$ cat src/rtl/chip8_sound_timers.sv
// chip8_sound_timers
// CHIP-8 delay (DT) and sound (ST) timers with a 60 Hz prescaler.
// The prescaler divides clk_in by DIV = CLK_HZ / TICK_HZ. Each tick
// decrements both timers toward zero.
// Optional feature macro: CHIP8_ST_MIN2_EN. When it is defined, an ST load
// of 1 is turned into 0, which matches the COSMAC VIP behaviour where one
// tick of sound is inaudible.
module chip8_sound_timers #(
  parameter int CLK_HZ  = 74_250_000,
  parameter int TICK_HZ = 60
) (
  input  logic       clk_in,
  input  logic       rst_n_in,
  input  logic       pause_in,
  input  logic       dt_we_in,
  input  logic       st_we_in,
  input  logic [7:0] wdata_in,
  output logic [7:0] dt_out,
  output logic [7:0] st_out,
  output logic       tick_out,
  output logic       sound_active_out
);

  localparam int DIV = CLK_HZ / TICK_HZ;
  localparam int CW  = (DIV >= 2) ? $clog2(DIV) : 1;
  localparam logic [CW-1:0] LAST_CNT = CW'(DIV - 1);

  // A divider of 0 or 1 leaves no room for a prescaler, so refuse to build.
  generate
    if (DIV < 2) begin : g_bad_div
      $error("chip8_sound_timers: CLK_HZ / TICK_HZ must be at least 2");
    end
  endgenerate

  logic [CW-1:0] r_cnt;
  logic [7:0]    r_dt;
  logic [7:0]    r_st;
  logic          r_tick;
  logic          r_sound;

  logic          w_tick;
  logic [7:0]    w_st_load;
  logic [7:0]    w_dt_next;
  logic [7:0]    w_st_next;

  // A tick fires on the last prescaler count, but only while the emulator runs.
  assign w_tick = (r_cnt == LAST_CNT) && !pause_in;

`ifdef CHIP8_ST_MIN2_EN
  // A sound load of 1 is squashed to 0 so that no sound is produced.
  assign w_st_load = (wdata_in == 8'd1) ? 8'd0 : wdata_in;
`else
  // Sound loads are taken verbatim.
  assign w_st_load = wdata_in;
`endif

  // Next timer values: a write always wins; otherwise decrement on a tick,
  // and saturate at zero.
  always_comb begin
    w_dt_next = r_dt;
    w_st_next = r_st;
    if (dt_we_in) begin
      w_dt_next = wdata_in;
    end else if (w_tick && (r_dt != 8'd0)) begin
      w_dt_next = r_dt - 8'd1;
    end
    if (st_we_in) begin
      w_st_next = w_st_load;
    end else if (w_tick && (r_st != 8'd0)) begin
      w_st_next = r_st - 8'd1;
    end
  end

  // Prescaler: wraps at DIV-1 and holds its count while paused.
  always_ff @(posedge clk_in or negedge rst_n_in) begin
    if (!rst_n_in) begin
      r_cnt <= '0;
    end else if (!pause_in) begin
      if (w_tick) begin
        r_cnt <= '0;
      end else begin
        r_cnt <= r_cnt + CW'(1);
      end
    end
  end

  // One-cycle tick pulse, plus timer and sound-flag registers. The sound flag
  // follows the next ST value so it moves on the same edge as st_out.
  always_ff @(posedge clk_in or negedge rst_n_in) begin
    if (!rst_n_in) begin
      r_tick  <= 1'b0;
      r_dt    <= 8'd0;
      r_st    <= 8'd0;
      r_sound <= 1'b0;
    end else begin
      r_tick  <= w_tick;
      r_dt    <= w_dt_next;
      r_st    <= w_st_next;
      r_sound <= (w_st_next != 8'd0);
    end
  end

  assign dt_out           = r_dt;
  assign st_out           = r_st;
  assign tick_out         = r_tick;
  assign sound_active_out = r_sound;

endmodule

$ cat config.mk
export PLATFORM = sky130hd
export DESIGN_NAME = chip8_sound_timers
export DESIGN_NICKNAME = d
export VERILOG_FILES = /design/src/rtl/chip8_sound_timers.sv
export SDC_FILE = /design/constraint.sdc
export NUM_CORES = 1
export LEC_CHECK = 0
export ABC_AREA = 1
export CAP_MARGIN = 20
export CORE_MARGIN = 2
export CORE_UTILIZATION = 45
export CTS_CLUSTER_DIAMETER = 120
export DETAILED_ROUTE_END_ITERATION = 16
export MAX_ROUTING_LAYER = met4
export PLACE_DENSITY = 0.72
export SYNTH_ARGS = -nofsm -noshare
export SYNTH_HDL_FRONTEND = slang
export SYNTH_SLANG_ARGS = --single-unit
$ cat constraint.sdc
create_clock -name clk_in -period 2 [get_ports clk_in]
set_clock_uncertainty 0.2 [all_clocks]
set_input_delay 0.4 -clock clk_in [delete_from_list [all_inputs] [get_ports clk_in]]
set_output_delay 0.4 -clock clk_in [all_outputs]
set_load 0.02 [all_outputs]
# Word-level counts from Yosys, hierarchy flattened
# Cells that the tools add are included.
word_totals:
  output_inout_bits: 18
  regBits: 39
  input_bits: 13
  wordCells: 22
op_classes:
  addsub: 3
  n_eq_ne: 1
  n_mux: 5
  reduce_logical: 8
ops:
  columns: ["operator", "count"]
  rows:
  - ["2-to-1 mux 8 bit", 4]
  - ["nonzero test 8 bit", 3]
  - ["adder 21 x 1 -> 21 bit (second input constant)", 1]
  - ["equality test 21 bit (second input constant)", 1]
  - ["2-to-1 mux 21 bit", 1]
  - ["subtractor 8 x 1 -> 8 bit (second input constant)", 2]
  - ["logical AND 1 bit", 3]
  - ["nonzero test 2 bit", 1]
  - ["logical NOT 1 bit", 1]

# Longest topological paths before layout
logic_depth:
  word_depth: 6
  ltp_mapped: 14
  ltp_nobuf: 14

# Worst setup path before layout
# No wires, ideal clock.
synth_path:
  path_kind: "register -> register"
  from: "reg r_st[0] (netlist: st_out[0])"
  to: "reg r_sound (netlist: sound_active_out)"
  path_slack_ns: 0.061
  period_less_slack_ns: 1.939
  n_path_buf: 0
  t_required_ns: 1.681
  path_stages_with_launch: 14
  setup_time_ns: 0.119
  t_arrival_ns: 1.620
  cell_sequence: "dfrtp_1 -> inv_1 -> ha_1 -> nand2_1 -> nor2_1 -> inv_1 -> nand3_1 -> nand2_1 -> nand3_1 -> nand2_1 -> inv_2 -> nand2_1 -> nor2_1 -> nand2_1"
synth_via:
  elab_chain_cells: 5
  word_cells_on_any_way: 6
  classes_between: "add/sub: 1; mux: 2; reduce/logical: 3"
synth_rtl:
  columns: ["item", "line_no", "text"]
  rows:
  - ["from (decl)", "37", "logic [7:0] r_st;"]
  - ["from (signal assigned)", "98", "r_st <= w_st_next;"]
  - ["branches (longest 2 deep; another with subtractor 8 x 1 -> 8 bit)", null, null]
  - ["2-to-1 mux 8 bit *", "69", "end else if (w_tick && (r_st != 8'd0)) begin"]
  - ["2-to-1 mux 8 bit *", "67", "if (st_we_in) begin"]
  - ["net w_st_next[0]", "44", "logic [7:0] w_st_next;"]
  - ["nonzero test 8 bit *", "99", "r_sound <= (w_st_next != 8'd0);"]
  - ["to (signal assigned)", "99", null]
  - ["to (decl)", "39", "logic r_sound;"]
# Mark *: on every way through the listed nets, which the timed path passes.
# A chain may end at the register's enable or synchronous reset.

# Worst setup path after layout
layout_path:
  from: "reg r_st[2] (netlist: st_out[2])"
  to: "out st_out[2]"
layout_rtl:
  columns: ["item", "line_no", "text"]
  rows:
  - ["to (decl)", "19", "output logic [7:0] st_out,"]
# No word-level cell between the ends.

==> impl_metrics.tcl <==
set metrics [dict create \
    rr_worst_depth 13 \
    swShare_pct 34.2 \
    min_period_ps 1960 \
    crit_type "flip-flop to output port" \
    gp_congestion 0.878 \
    ys.flop_type "dfrtp_1" \
    cts_buffers 5 \
    clock_latency_ps 290 \
    vias_per_cell 4.89 \
    htreeDepth 2 \
    drt_iter0_drc 150 \
    yosys_register_bits 39 \
    startpoint_type "flip-flop" \
    syn_to_final_growth_pct 36.6 \
    worstSetupEndpointType "output port" \
    min_path_type "flip-flop to flip-flop" \
    power.density_nw_per_um2 635 \
    grt_overflow 0 \
    grt_max_degree 22 \
    fin_area_um2 3360 \
    final_cell_count_no_fill 497 \
    tightest_slew_ps 458 \
    die_w_um 78.0 \
    clkTransAtPathRegs_ps 70 \
    grt_pass1_vias 2285 \
    dpl.hpwl_mm 4.53 \
    worstReg2RegEnd "sound_active_out$_DFF_PN0_" \
    status "complete, no violations" \
    synthDominantCellAreaShare_pct 39.7 \
    seqPwrFrac_pct 47.3 \
    place_area_um2 3170 \
    wl_mm 5.92 \
    coreArea_um2 5200 \
    dr.pass1.iters 4 \
    rows 26 \
    grt.total_usage_pct 20.6 \
    synth.distinct_cells 35 \
    arrival_ps 1360 \
    synth_edf_count 0 \
    rsz0062_at_grt "true" \
    peakVddDrop_v 0.000413 \
    p_switching_w 0.000730 \
    p_int_w 0.00140 \
    finalCritPeriodShare_pct 98.2 \
    critPathMaxFanout 4 \
    synth-async-reset-ratio_pct 100 \
    final_antenna_net_count 0 \
    ys_seq_area_share_pct 39.7 \
    synth_top_cell_by_area "dfrtp_1" \
    wire_per_inst_um 11.9 \
    cts.path.max_buffers 2 \
    clock-root-buffer "clkbuf_8" \
    initial_core_util_pct 47.3 \
    ys_warn_count 0 \
    slew_violations 0 \
    drv_cap 0 \
    syn_nets 364 \
    finalSetupViolations 0 \
    fp.dieH_um 78.0 \
    slew_headroom_pct 69.5 \
    power_frac_clock_pct 24.4 \
    antenna_found_initial 0 \
    startpoint "st_out[2]$_DFF_PN0_" \
    fin_util_pct 64.6 \
    num_vias 2431 \
    avgSynthCellArea_um2 7.11 \
    synthesis.instances 346 \
    drive_gt1_share_pct 21.8 \
    multi_input_area_um2 1330 \
    ios 31 \
    dp.cells 486 \
    die_area_um2 6080 \
    cts_tree "done" \
    num_antenna_cells 0 \
    seq_area_um2 977 \
    reg2reg_slack_ps 60 \
    p_leak_nw 1.74 \
    total_power_w 0.00213 \
    cp.required_ps 1400 \
    synth_area_um2 2460 \
    grt_pass1_wl_mm 9.83 \
    hold_start "r_cnt[20]$_DFFE_PN0N_" \
    final_nets 444 \
    combinationalPowerShare_pct 28.4 \
    rr_startpoint "r_cnt[1]$_DFFE_PN0N_" \
    n_fill_cell 468 \
    drc 0 \
    hold_violations 0 \
    ys_top_cells_by_area "dfrtp_1 40%, nand2_1 14%, inv_1 7.6%, nand3_1 6.7%, nor2_1 6.1%" \
    max_freq_mhz 509 \
    holdPathStages 1 \
    hold_path_end "r_cnt[20]$_DFFE_PN0N_" \
    port_buffers 30 \
    clock_sinks 39 \
]
==> worst max-delay path, cell delays in order, from the launching register on <==
cell	delay, ps
dfrtp_1	350
buf_4	130
clkdlybuf4s50_1	590
==> placed cells by master (no fill, tap or decap), types with 3 or more instances in the layout <==
master,netlist,final
a21oi_1,9,9
buf_4,0,43
clkbuf_8,0,5
clkdlybuf4s50_1,0,25
dfrtp_1,39,38
dlymetal6s2s_1,0,3
ha_1,5,4
inv_1,50,50
inv_2,6,6
nand2_1,94,89
nand2_2,5,9
nand2_4,2,3
nand3_1,33,31
nand4_1,6,6
nor2_1,40,34
nor2_2,2,6
nor2_4,4,6
nor3_1,7,5
o21ai_0,7,7
o221ai_1,3,3
xor2_1,7,7
==> power by group through the flow <==
stage | Clock [W] | Sequential (W) | Combinational (W)
after floorplan | 0 | 0.00104 | 0.000318
after global placement | 0 | 0.00101 | 0.000581
after detailed placement | 0 | 0.00102 | 0.000589
after CTS | 0.000538 | 0.00100 | 0.000593
after global routing | 0.000564 | 0.00102 | 0.000675
final | 0.000520 | 0.00101 | 0.000605
==> metrics by stage <==
stage	hold WS, ps	setup WS, ps	TNS (ps)
2_1_floorplan	-95.6	61.4	0
3_3_place_gp	173	-281	-3870
3_5_place_dp	177	-341	-5290
4_1_cts	288	7.94	0
5_1_grt	315	-80.7	-154
6_report	287	36.8	0
==> synth_stat cells, drive strengths merged, types with 2 or more instances <==
master and instances:
nor2 47, clkinv 2, a211oi 2, nor4 3
o221ai 3, nand2 101, o211ai 2, a21oi 9
nor3 8, nand3 33, nand4 6, ha 5
inv 56, o21ai 9, clkbuf 2, a31oi 2
dfrtp 39, xor2 7, nand3b 2
==> registers in the layout (all words and copies together), names as in the netlist <==
signal	flops
st_out	8
tick_out	1
r_cnt	21
dt_out	8
sound_active_out	1
==> how the worst max path moves through the flow <==
| stage | endpoint | slack, ps | depth (start not counted) |
|---|---|---|---|
| 3_3_place_gp | sound_active_out$_DFF_PN0_ | -280 | 13 |
| 3_5_place_dp | sound_active_out$_DFF_PN0_ | -340 | 13 |
| 2_1_floorplan | sound_active_out$_DFF_PN0_ | 60 | 13 |
| 5_1_grt | sound_active_out$_DFF_PN0_ | -80 | 14 |
| 6_report | st_out[2] | 40 | 2 |
| 4_1_cts | st_out[3] | 8 | 2 |
==> cell type report <==
type / instances / area share (%)
multi-input cells: 246 / 39.6
flip-flops and latches: 39 / 29.1
repair buffers: 76 / 19.8
inverters: 58 / 6.48
well taps: 70 / 2.61
clock buffers: 7 / 2.27
clock inverters: 1 / 0.149
==> per-layer routing <==
metal | GRT usage [%] | routed length [um] | share of wire (%)
met1 | 27.4 | 2920 | 49
met3 | 3.14 | 177 | 3.0
met2 | 33.4 | 2800 | 47
met5 | - | 0 | 0
met4 | 5.09 | 24 | 0.41
==> cell families after synthesis <==
group | count (synthesis) | share of synthesized area (%)
buffers and inverters | 61 | 9.35
adders and majority gates | 5 | 2.54
xor gates and xnor gates | 8 | 2.85
and+or+nand+nor | 202 | 37.7
DFF | 39 | 39.7
AOI/OAI and AO/OA | 31 | 7.88
==> repair_timing <==
item,4_1_cts,5_1_grt
setup buffers,1,1
setup endpoints to repair,5,16
resized for setup,2,25
endpoints found under the hold margin,18,0
cloned,0,0
hold buffers,1,0
pin swaps,1,8
No activity file was read; power rests on OpenSTA's default activity.
